$ cat src/rtl/dark_frame_ctrl.sv
// Frame-level sequencer for the per-line darkness statistics: line close / vote sampling / per-frame invert decision.
// Optional macro DARK_HYST_EN adds HYST-frame hysteresis on the invert decision.
module dark_frame_ctrl #(
    parameter int LINE_W = 11,
    parameter int LAT    = 2
`ifdef DARK_HYST_EN
    ,
    parameter int HYST   = 3
`endif
) (
    input  logic              clk_i,
    input  logic              rst_ni,
    input  logic              vs_i,
    input  logic              hs_i,
    input  logic              de_i,
    input  logic              line_dark_i,
    input  logic [1:0]        force_i,
    output logic              freeze_o,
    output logic              invert_o,
    output logic [LINE_W-1:0] dark_lines_o
);

    typedef enum logic [1:0] {
        WAIT_VS = 2'd0,
        ACTIVE  = 2'd1,
        DECIDE  = 2'd2
    } state_t;

    localparam logic [LINE_W-1:0] CNT_MAX = '1;
    localparam logic [2:0]        LAT_V   = 3'(LAT);

    state_t            state, state_d;
    logic              vs_q, hs_q, de_seen;
    logic              pending;
    logic [2:0]        dly;
    logic [LINE_W-1:0] line_cnt, dark_cnt, line_nxt, dark_nxt;
    logic              vs_rise, hs_rise, line_close, take, eval, verdict;
    logic [LINE_W:0]   two_dark;

    assign vs_rise    = vs_i & ~vs_q;
    assign hs_rise    = hs_i & ~hs_q;
    assign line_close = hs_rise & de_seen & (state != WAIT_VS);
    assign take       = pending & (dly == 3'd0);

    // Counts including a sample taken this cycle, so DECIDE can evaluate on the sampling cycle.
    always_comb begin
        line_nxt = line_cnt;
        dark_nxt = dark_cnt;
        if (take) begin
            if (line_cnt != CNT_MAX) line_nxt = line_cnt + 1'b1;
            if (line_dark_i && dark_cnt != CNT_MAX) dark_nxt = dark_cnt + 1'b1;
        end
    end

    assign eval     = (state == DECIDE) && (!pending || take);
    assign two_dark = {dark_nxt, 1'b0};
    assign verdict  = (line_nxt != '0) && (two_dark >= {1'b0, line_nxt});

    always_ff @(posedge clk_i or negedge rst_ni) begin
        if (!rst_ni) state <= WAIT_VS;
        else         state <= state_d;
    end

    always_comb begin
        state_d = state;
        case (state)
            WAIT_VS: if (vs_rise) state_d = ACTIVE;
            ACTIVE:  if (vs_rise) state_d = DECIDE;
            DECIDE:  if (eval)    state_d = ACTIVE;
            default: state_d = WAIT_VS;
        endcase
    end

    always_ff @(posedge clk_i or negedge rst_ni) begin
        if (!rst_ni) begin
            vs_q     <= 1'b0;
            hs_q     <= 1'b0;
            de_seen  <= 1'b0;
            freeze_o <= 1'b0;
            pending  <= 1'b0;
            dly      <= 3'd0;
        end else begin
            vs_q     <= vs_i;
            hs_q     <= hs_i;
            de_seen  <= hs_rise ? 1'b0 : (de_seen | de_i);
            freeze_o <= line_close;
            if (line_close) begin
                pending <= 1'b1;
                dly     <= LAT_V;
            end else if (take) begin
                pending <= 1'b0;
            end else if (pending) begin
                dly     <= dly - 3'd1;
            end
        end
    end

    always_ff @(posedge clk_i or negedge rst_ni) begin
        if (!rst_ni) begin
            line_cnt     <= '0;
            dark_cnt     <= '0;
            dark_lines_o <= '0;
        end else begin
            case (state)
                WAIT_VS: begin
                    if (vs_rise) begin
                        line_cnt <= '0;
                        dark_cnt <= '0;
                    end
                end
                DECIDE: begin
                    if (eval) begin
                        dark_lines_o <= dark_nxt;
                        line_cnt     <= '0;
                        dark_cnt     <= '0;
                    end else begin
                        line_cnt <= line_nxt;
                        dark_cnt <= dark_nxt;
                    end
                end
                default: begin
                    line_cnt <= line_nxt;
                    dark_cnt <= dark_nxt;
                end
            endcase
        end
    end

`ifdef DARK_HYST_EN
    logic [3:0] hyst_cnt;

    always_ff @(posedge clk_i or negedge rst_ni) begin
        if (!rst_ni) begin
            invert_o <= 1'b0;
            hyst_cnt <= 4'd0;
        end else begin
            case (force_i)
                2'b01: begin invert_o <= 1'b0; hyst_cnt <= 4'd0; end
                2'b10: begin invert_o <= 1'b1; hyst_cnt <= 4'd0; end
                2'b11: ;
                default: begin
                    // Empty frames carry no verdict and leave the hysteresis untouched.
                    if (eval && line_nxt != '0) begin
                        if (verdict != invert_o) begin
                            if (hyst_cnt + 4'd1 == 4'(HYST)) begin
                                invert_o <= ~invert_o;
                                hyst_cnt <= 4'd0;
                            end else begin
                                hyst_cnt <= hyst_cnt + 4'd1;
                            end
                        end else begin
                            hyst_cnt <= 4'd0;
                        end
                    end
                end
            endcase
        end
    end
`else
    always_ff @(posedge clk_i or negedge rst_ni) begin
        if (!rst_ni) begin
            invert_o <= 1'b0;
        end else begin
            case (force_i)
                2'b01:   invert_o <= 1'b0;
                2'b10:   invert_o <= 1'b1;
                2'b11:   ;
                default: if (eval && line_nxt != '0) invert_o <= verdict;
            endcase
        end
    end
`endif

endmodule

$ cat config.mk
export PLATFORM = sky130hd
export DESIGN_NAME = dark_frame_ctrl
export DESIGN_NICKNAME = d
export VERILOG_FILES = /design/src/rtl/dark_frame_ctrl.sv
export SDC_FILE = /design/constraint.sdc
export NUM_CORES = 1
export LEC_CHECK = 0
export CORE_MARGIN = 5
export CORE_UTILIZATION = 40
export CTS_CLUSTER_DIAMETER = 200
export DETAILED_ROUTE_END_ITERATION = 12
export PLACE_DENSITY = 0.7
export SETUP_SLACK_MARGIN = 0.02
export SYNTH_ARGS = -nofsm -noshare
export SYNTH_HDL_FRONTEND = slang
export SYNTH_SLANG_ARGS = --single-unit
$ cat constraint.sdc
create_clock -name clk_i -period 4.35 [get_ports clk_i]
set_input_delay 0.87 -clock clk_i [delete_from_list [all_inputs] [get_ports clk_i]]
set_output_delay 0.87 -clock clk_i [all_outputs]
set_load 0.05 [all_outputs]
==> results.json, run 1 <==
{
  "run_status": "finished clean",
  "n_fill_cell": 586,
  "cp_data_required_time_ps": 4540,
  "clk-insertion-delay-late_ps": 300,
  "syn_nets": 306,
  "maxSlewHeadroom": 0.343,
  "synthDominantAreaCellType": "sky130_fd_sc_hd__dfrtp_1",
  "avg_inst_size_synth_um2": 9.48,
  "final-max-slew-violation-count": 0,
  "synth.cell_area_um2": 2670,
  "switching_power_share_of_the_total": 0.381,
  "ys_async_sr_fraction": 1.00,
  "vias_in_the_first_global_route": 2125,
  "route.detailed.wl_per_inst_um": 15.5,
  "drt_first_iter_violations": 152,
  "synth.most_common_cell": "sky130_fd_sc_hd__dfrtp_1",
  "drive_gt1_frac": 0.106,
  "area_growth_syn_to_layout_pct": 13.8,
  "cts_num_sinks": 44,
  "worst-r2r-setup-slack_ps": 960,
  "starting_density_of_the_core": 0.416,
  "power_frac_comb": 0.377,
  "cts_resized": 0,
  "synth.area.top_cells": "sky130_fd_sc_hd__dfrtp_1 (41%), sky130_fd_sc_hd__ha_1 (7.5%), sky130_fd_sc_hd__o21ai_0 (5.2%)",
  "hold_viol_final": 0,
  "ctsLongestPathBuffers": 2,
  "post_synth_most_frequent_cells": "sky130_fd_sc_hd__dfrtp_1 (44), sky130_fd_sc_hd__nand2_1 (29), sky130_fd_sc_hd__o21ai_0 (28)",
  "n_antenna_cell": 0,
  "dieArea_um2": 8420,
  "wirelength_um": 5840,
  "internal_power_uw": 860,
  "post_cts_buffers": 0,
  "final_period_minus_worst_setup_slack_ps": 3390,
  "worst_clock_skew_ps": 11.0,
  "grt_setup_unrepaired": "false",
  "clock_power_share": 0.239,
  "worst-path-max-fanout": 8,
  "finalSetupTns_ps": 0,
  "max_clock_freq_mhz": 295,
  "crit_type": "reg -> reg",
  "cts-root-buf": "sky130_fd_sc_hd__clkbuf_8",
  "cellLeakagePower_uw": 0.00136,
  "global_route_wire_length_before_repair_um": 10300,
  "maxCapViolCount": 0,
  "sequentialPowerShare": 0.384,
  "count_of_endpoints_failing_setup_in_the_final_report": 0,
  "arrival_ps": 3580,
  "r2r-end": "invert_o",
  "height_of_the_chip_um": 91.8,
  "pwr_density_cell_nw_per_um2": 457,
  "endpoint_kind_of_the_worst_setup_timing_path": "flip-flop",
  "top_level_ports": 21,
  "pin_count_of_the_biggest_net_entering_global_routing": 45,
  "leftover_overflow_at_the_end_of_global_routing": 0,
  "core.rowCount": 29,
  "cts_max_level": 2,
  "launching_point_of_the_worst_reg2reg_path": "line_cnt[0]",
  "final_nets": 324,
  "vdd.ir_drop.worst_mv": 0.234,
  "synth_seq_cells": 44,
  "synth_top_flop_cell": "sky130_fd_sc_hd__dfrtp_1",
  "detailroute.via_count": 2098,
  "worst_setup_path_endpoint": "invert_o",
  "post-synth-top-area-fraction": 0.412,
  "detail_route.drc_violations": 0,
  "antenna_found_initial": 0,
  "overall_power_uw": 1390,
  "rr_worst_depth": 12,
  "synthDistinctLibCells": 46,
  "final.period_utilization": 0.779,
  "yosys_warnings": 0,
  "synth_sequential_area_ratio": 0.412,
  "post_synth_inst_count": 282,
  "die_width_um": 91.8,
  "gpl.final_weighted_congestion": 0.861,
  "vias_per_cell": 5.55,
  "cts_inserted_buffers": 5,
  "grt_usage": 0.150,
  "critical_path.startpoint_type": "flip-flop",
  "worst_setup_path_startpoint": "line_cnt[0]",
  "hold_crit_class": "reg -> reg",
  "dp_hpwl_um": 4340,
  "antenna_violating_nets_post_route": 0,
  "port-buffer-count": 20,
  "tritoncts": "yes",
  "postCtsHoldBufs": 0,
  "core-area_um2": 6420,
  "drtPass1Iterations": 4,
  "p_switching_uw": 530,
  "cts_clk_pin_slew_worst_paths_ps": 90,
  "synth_edf_count": 0,
  "tightest_slew_ps": 986
}
[critical path, stage by stage, from the launching register on]
cell and delay [ps]:
sky130_fd_sc_hd__dfrtp_1 510, sky130_fd_sc_hd__ha_1 300, sky130_fd_sc_hd__nand2_1 160, sky130_fd_sc_hd__o41ai_4 550, sky130_fd_sc_hd__nor2_1 110, sky130_fd_sc_hd__xnor2_1 280, sky130_fd_sc_hd__ha_1 310, sky130_fd_sc_hd__a21oi_1 190
sky130_fd_sc_hd__nor2_1 60, sky130_fd_sc_hd__a2111oi_0 360, sky130_fd_sc_hd__nor3_1 100, sky130_fd_sc_hd__o31ai_1 240, sky130_fd_sc_hd__mux2i_1 100
[per-stage QoR]
step | area, µm² | hold WS, ps | std cells | setup slack [ps] | utilization
final | 3040 | 494 | 378 | 961 | 0.474
after global routing | 3040 | 534 | 378 | 654 | 0.474
after CTS | 3040 | 503 | 378 | 1040 | 0.474
after detailed placement | 2920 | 484 | 370 | 790 | 0.455
after global placement | 2920 | 470 | 370 | 900 | 0.455
after floorplan | 2670 | 464 | 282 | 1230 | -
[sequential cells by signal (all words and copies together) (netlist names)]
register	flops
invert_o	1
pending	1
de_seen	1
dark_lines_o	11
line_cnt	11
hs_q	1
state	2
dark_cnt	11
dly	3
vs_q	1
freeze_o	1
[final cells by class]
cell class / instances / area (µm²) / share of cell area
Timing Repair Buffer: 24 / 225 / 0.0740
Inverter: 10 / 37.5 / 0.0123
Clock buffer: 6 / 82.6 / 0.0271
Sequential cell: 44 / 1100 / 0.362
Clock inverter: 2 / 38.8 / 0.0127
Multi-Input combinational cell: 215 / 1460 / 0.480
Tap cell: 77 / 96.3 / 0.0317
[power by group through the flow]
stage	combinational (µW)	sequential, µW	clock, µW
final	524	534	333
after CTS	528	535	340
after global routing	580	543	362
after floorplan	325	584	0
after detailed placement	525	543	0
after global placement	515	539	0
[cell usage in the layout (no fill, tap or decap), drive strengths merged, types with 2 or more instances in the layout]
cell type,instances
dfrtp,44
nand2,30
o21ai,29
nor2,21
clkdlybuf4s50,19
ha,16
a21oi,12
nand3,11
inv,10
mux2,10
xnor2,9
xor2,9
nand4,9
and3,6
nor2b,6
clkbuf,6
nor3,6
buf,5
a31oi,4
a22o,4
a2111oi,4
mux2i,3
a21o,3
o31ai,3
and2,3
nand3b,2
o211ai,2
o21a,2
a211oi,2
nor4,2
[routing by layer]
layer | track usage | wire length [µm]
met5 | 0 | 0
met2 | 0.244 | 2820
met1 | 0.202 | 2730
met4 | 0.0532 | 99
met3 | 0.0229 | 190
[worst min path at each step]
stage / endpoint / cells past startpoint / startpoint
after floorplan: de_seen / 2 / de_seen
after global placement: dark_lines_o[10] / 2 / dark_lines_o[10]
after detailed placement: dark_lines_o[10] / 2 / dark_lines_o[10]
after CTS: dark_lines_o[10] / 2 / dark_lines_o[10]
after global routing: dark_lines_o[1] / 1 / dark_lines_o[1]
final: dark_lines_o[10] / 2 / dark_lines_o[10]
[cell families (layout without fill, tap and decap cells)]
group                      count (synthesis)  count (layout)  share of synthesized area
AOI/OAI and AO/OA                         68              68                      0.166
adders and majority gates                 16              16                     0.0749
buffers and inverters                     23              42                     0.0435
and+or+nand+nor                          100             100                      0.192
xor gates and xnor gates                  18              18                     0.0590
muxes                                     13              13                     0.0533
DFF                                       44              44                      0.412
No activity file was read; power rests on OpenSTA's default activity.
==> run 2: changes to the inputs <==
Clock period 4.35 ns to 3.35 ns, I/O delays scaled along.
==> run 2 against run 1 <==
  * Design area grew 3.3%
  * Worst hold slack gained 7.5 ps
  * Combinational power grew 39%
==> results.json, run 2 (synthesis gave the netlist of run 1 again) <==
{
  "run_status": "finished clean",
  "setup_slack_ps": 239,
  "top_library_cells_by_usage_in_the_layout_fill_and_taps_aside": "sky130_fd_sc_hd__dfrtp_1 (44), sky130_fd_sc_hd__nand2_1 (29), sky130_fd_sc_hd__o21ai_0 (28)",
  "clk-insertion-delay-late_ps": 300,
  "tritoncts": "yes",
  "final_period_minus_worst_setup_slack_ps": 3110,
  "slowest_stage": "sky130_fd_sc_hd__a2111oi_1",
  "fin_cells": 387,
  "crit_type": "reg -> reg",
  "hold-path-cell-count": 2,
  "n_antenna_cell": 0,
  "dieArea_um2": 8420,
  "final_nets": 333,
  "final_core_utilization": 0.490,
  "timing.critical_path.cells": "inv_1, ha_1, ha_2, and2_4, nand2_1, nor2_1, nand4_1, xnor2_1, ha_1, a21o_1, a2111oi_1, nor3_1, o31ai_1, mux2i_1",
  "final-max-slew-violation-count": 0,
  "critical_path.startpoint_type": "flip-flop",
  "cts_inserted_buffers": 5,
  "leftover_overflow_at_the_end_of_global_routing": 0,
  "biggestRegsByFlops": "dark_cnt (11), dark_lines_o (11), line_cnt (11)",
  "dpl.cell_count": 379,
  "maxSlewHeadroom": 0.339,
  "count_of_endpoints_failing_setup_in_the_final_report": 0,
  "core-area_um2": 6420,
  "arrival_ps": 3290,
  "top_level_ports": 21,
  "antenna_violating_nets_post_route": 0,
  "endpoint_kind_of_the_worst_setup_timing_path": "flip-flop",
  "max_clock_freq_mhz": 321,
  "place_ws_ps": -6.98,
  "detailroute.via_count": 2185,
  "worst_clock_skew_ps": 7.98,
  "hold_crit_class": "reg -> reg",
  "maxCapViolCount": 0,
  "cts_clk_pin_slew_worst_paths_ps": 90,
  "ctsLongestPathBuffers": 2,
  "wirelength_um": 6010,
  "hold_viol_final": 0,
  "cellLeakagePower_uw": 0.00139,
  "starting_density_of_the_core": 0.416,
  "cts-root-buf": "sky130_fd_sc_hd__clkbuf_8",
  "tightest_slew_ps": 992,
  "vdd.ir_drop.worst_mv": 0.236,
  "final.period_utilization": 0.929,
  "post_cts_buffers": 0,
  "dp_hpwl_um": 4470,
  "layout_commonest_cell": "sky130_fd_sc_hd__dfrtp_1",
  "drt_first_iter_violations": 88,
  "finalHoldWorstSlack_ps": 501,
  "antenna_found_initial": 0,
  "die_width_um": 91.8,
  "height_of_the_chip_um": 91.8,
  "area.sequential_um2": 1100,
  "combined_area_of_the_multi_input_logic_cells_um2": 1500,
  "gpl.final_weighted_congestion": 0.884,
  "worst_path_most_repeated_cell": "sky130_fd_sc_hd__ha_1",
  "worst-path-max-fanout": 6,
  "port-buffer-count": 20,
  "grt_usage": 0.155,
  "rr_worst_depth": 14,
  "vias_per_cell": 5.65,
  "vias_in_the_first_global_route": 2158,
  "core.rowCount": 29,
  "drive_gt1_frac": 0.155,
  "cts_max_level": 2,
  "detail_route.drc_violations": 0,
  "global_route_wire_length_before_repair_um": 10600,
  "cts_resized": 0,
  "slowest_delay_ps": 400,
  "cts_num_sinks": 44,
  "cp_data_required_time_ps": 3530,
  "pin_count_of_the_biggest_net_entering_global_routing": 45,
  "pwr_density_cell_nw_per_um2": 582,
  "n_fill_cell": 591,
  "route.detailed.wl_per_inst_um": 15.5,
  "area_growth_syn_to_layout_pct": 17.6,
  "postCtsHoldBufs": 0,
  "drtPass1Iterations": 4
}
## run 2: cell types whose count changed in the layout (fill, tap and decap cells not counted), sizes merged
cell	delta
clkinv	-1
buf	+9
inv	+1
clkbuf	-1
clkinvlp	+1
## run 2: where the power goes
part / leakage (µW) / total, µW / switching, µW / internal [µW]
clock network: 0.0000548 / 419 / 194 / 225
logic: 0.000746 / 729 / 438 / 292
registers: 0.000592 / 683 / 73.1 / 610
total: 0.00139 / 1830 / 705 / 1130
## run 2: path summary, 6_finish.rpt
path	from	end	slack, ps
min reg2reg	dark_lines_o[10]	dark_lines_o[10]	500
min in group asynchronous	rst_ni	dark_lines_o[6]	530
max in group asynchronous	rst_ni	line_cnt[2]	2210
max reg2reg	dly[0]	invert_o	240
max	dly[0]	invert_o	240
min	dark_lines_o[10]	dark_lines_o[10]	500
## run 2: through the flow
step | cell area [µm²] | power (µW) | TNS [ps]
after floorplan | 2670 | 1180 | 0
after global placement | 2990 | 1390 | 0
after detailed placement | 2990 | 1410 | -6.98
after CTS | 3100 | 1840 | 0
after global routing | 3140 | 1970 | -7.79
final | 3140 | 1830 | 0
## run 2: layout make-up
class                           instances  area share
Tap cell                               77      0.0306
Multi-Input combinational cell        215       0.478
Inverter                               10      0.0119
Clock buffer                            5      0.0219
Clock inverter                          3      0.0147
Timing Repair Buffer                   33      0.0931
Sequential cell                        44       0.350
## run 2: critical path: cells and delay by family (launching register included)
kind | cells | cell delay [ps]
AOI/OAI and AO/OA | 3 | 820
adders and majority gates | 3 | 670
and+or+nand+nor | 5 | 640
DFF | 1 | 390
xor gates and xnor gates | 1 | 310
muxes | 1 | 100
buffers and inverters | 1 | 60
## run 2: routing by layer
layer	vias up	wire, µm	track usage
met5	-	0	0
met4	0	91	0.0408
met3	10	285	0.0360
met2	50	2870	0.247
met1	1060	2770	0.213
li1	1065	-	-
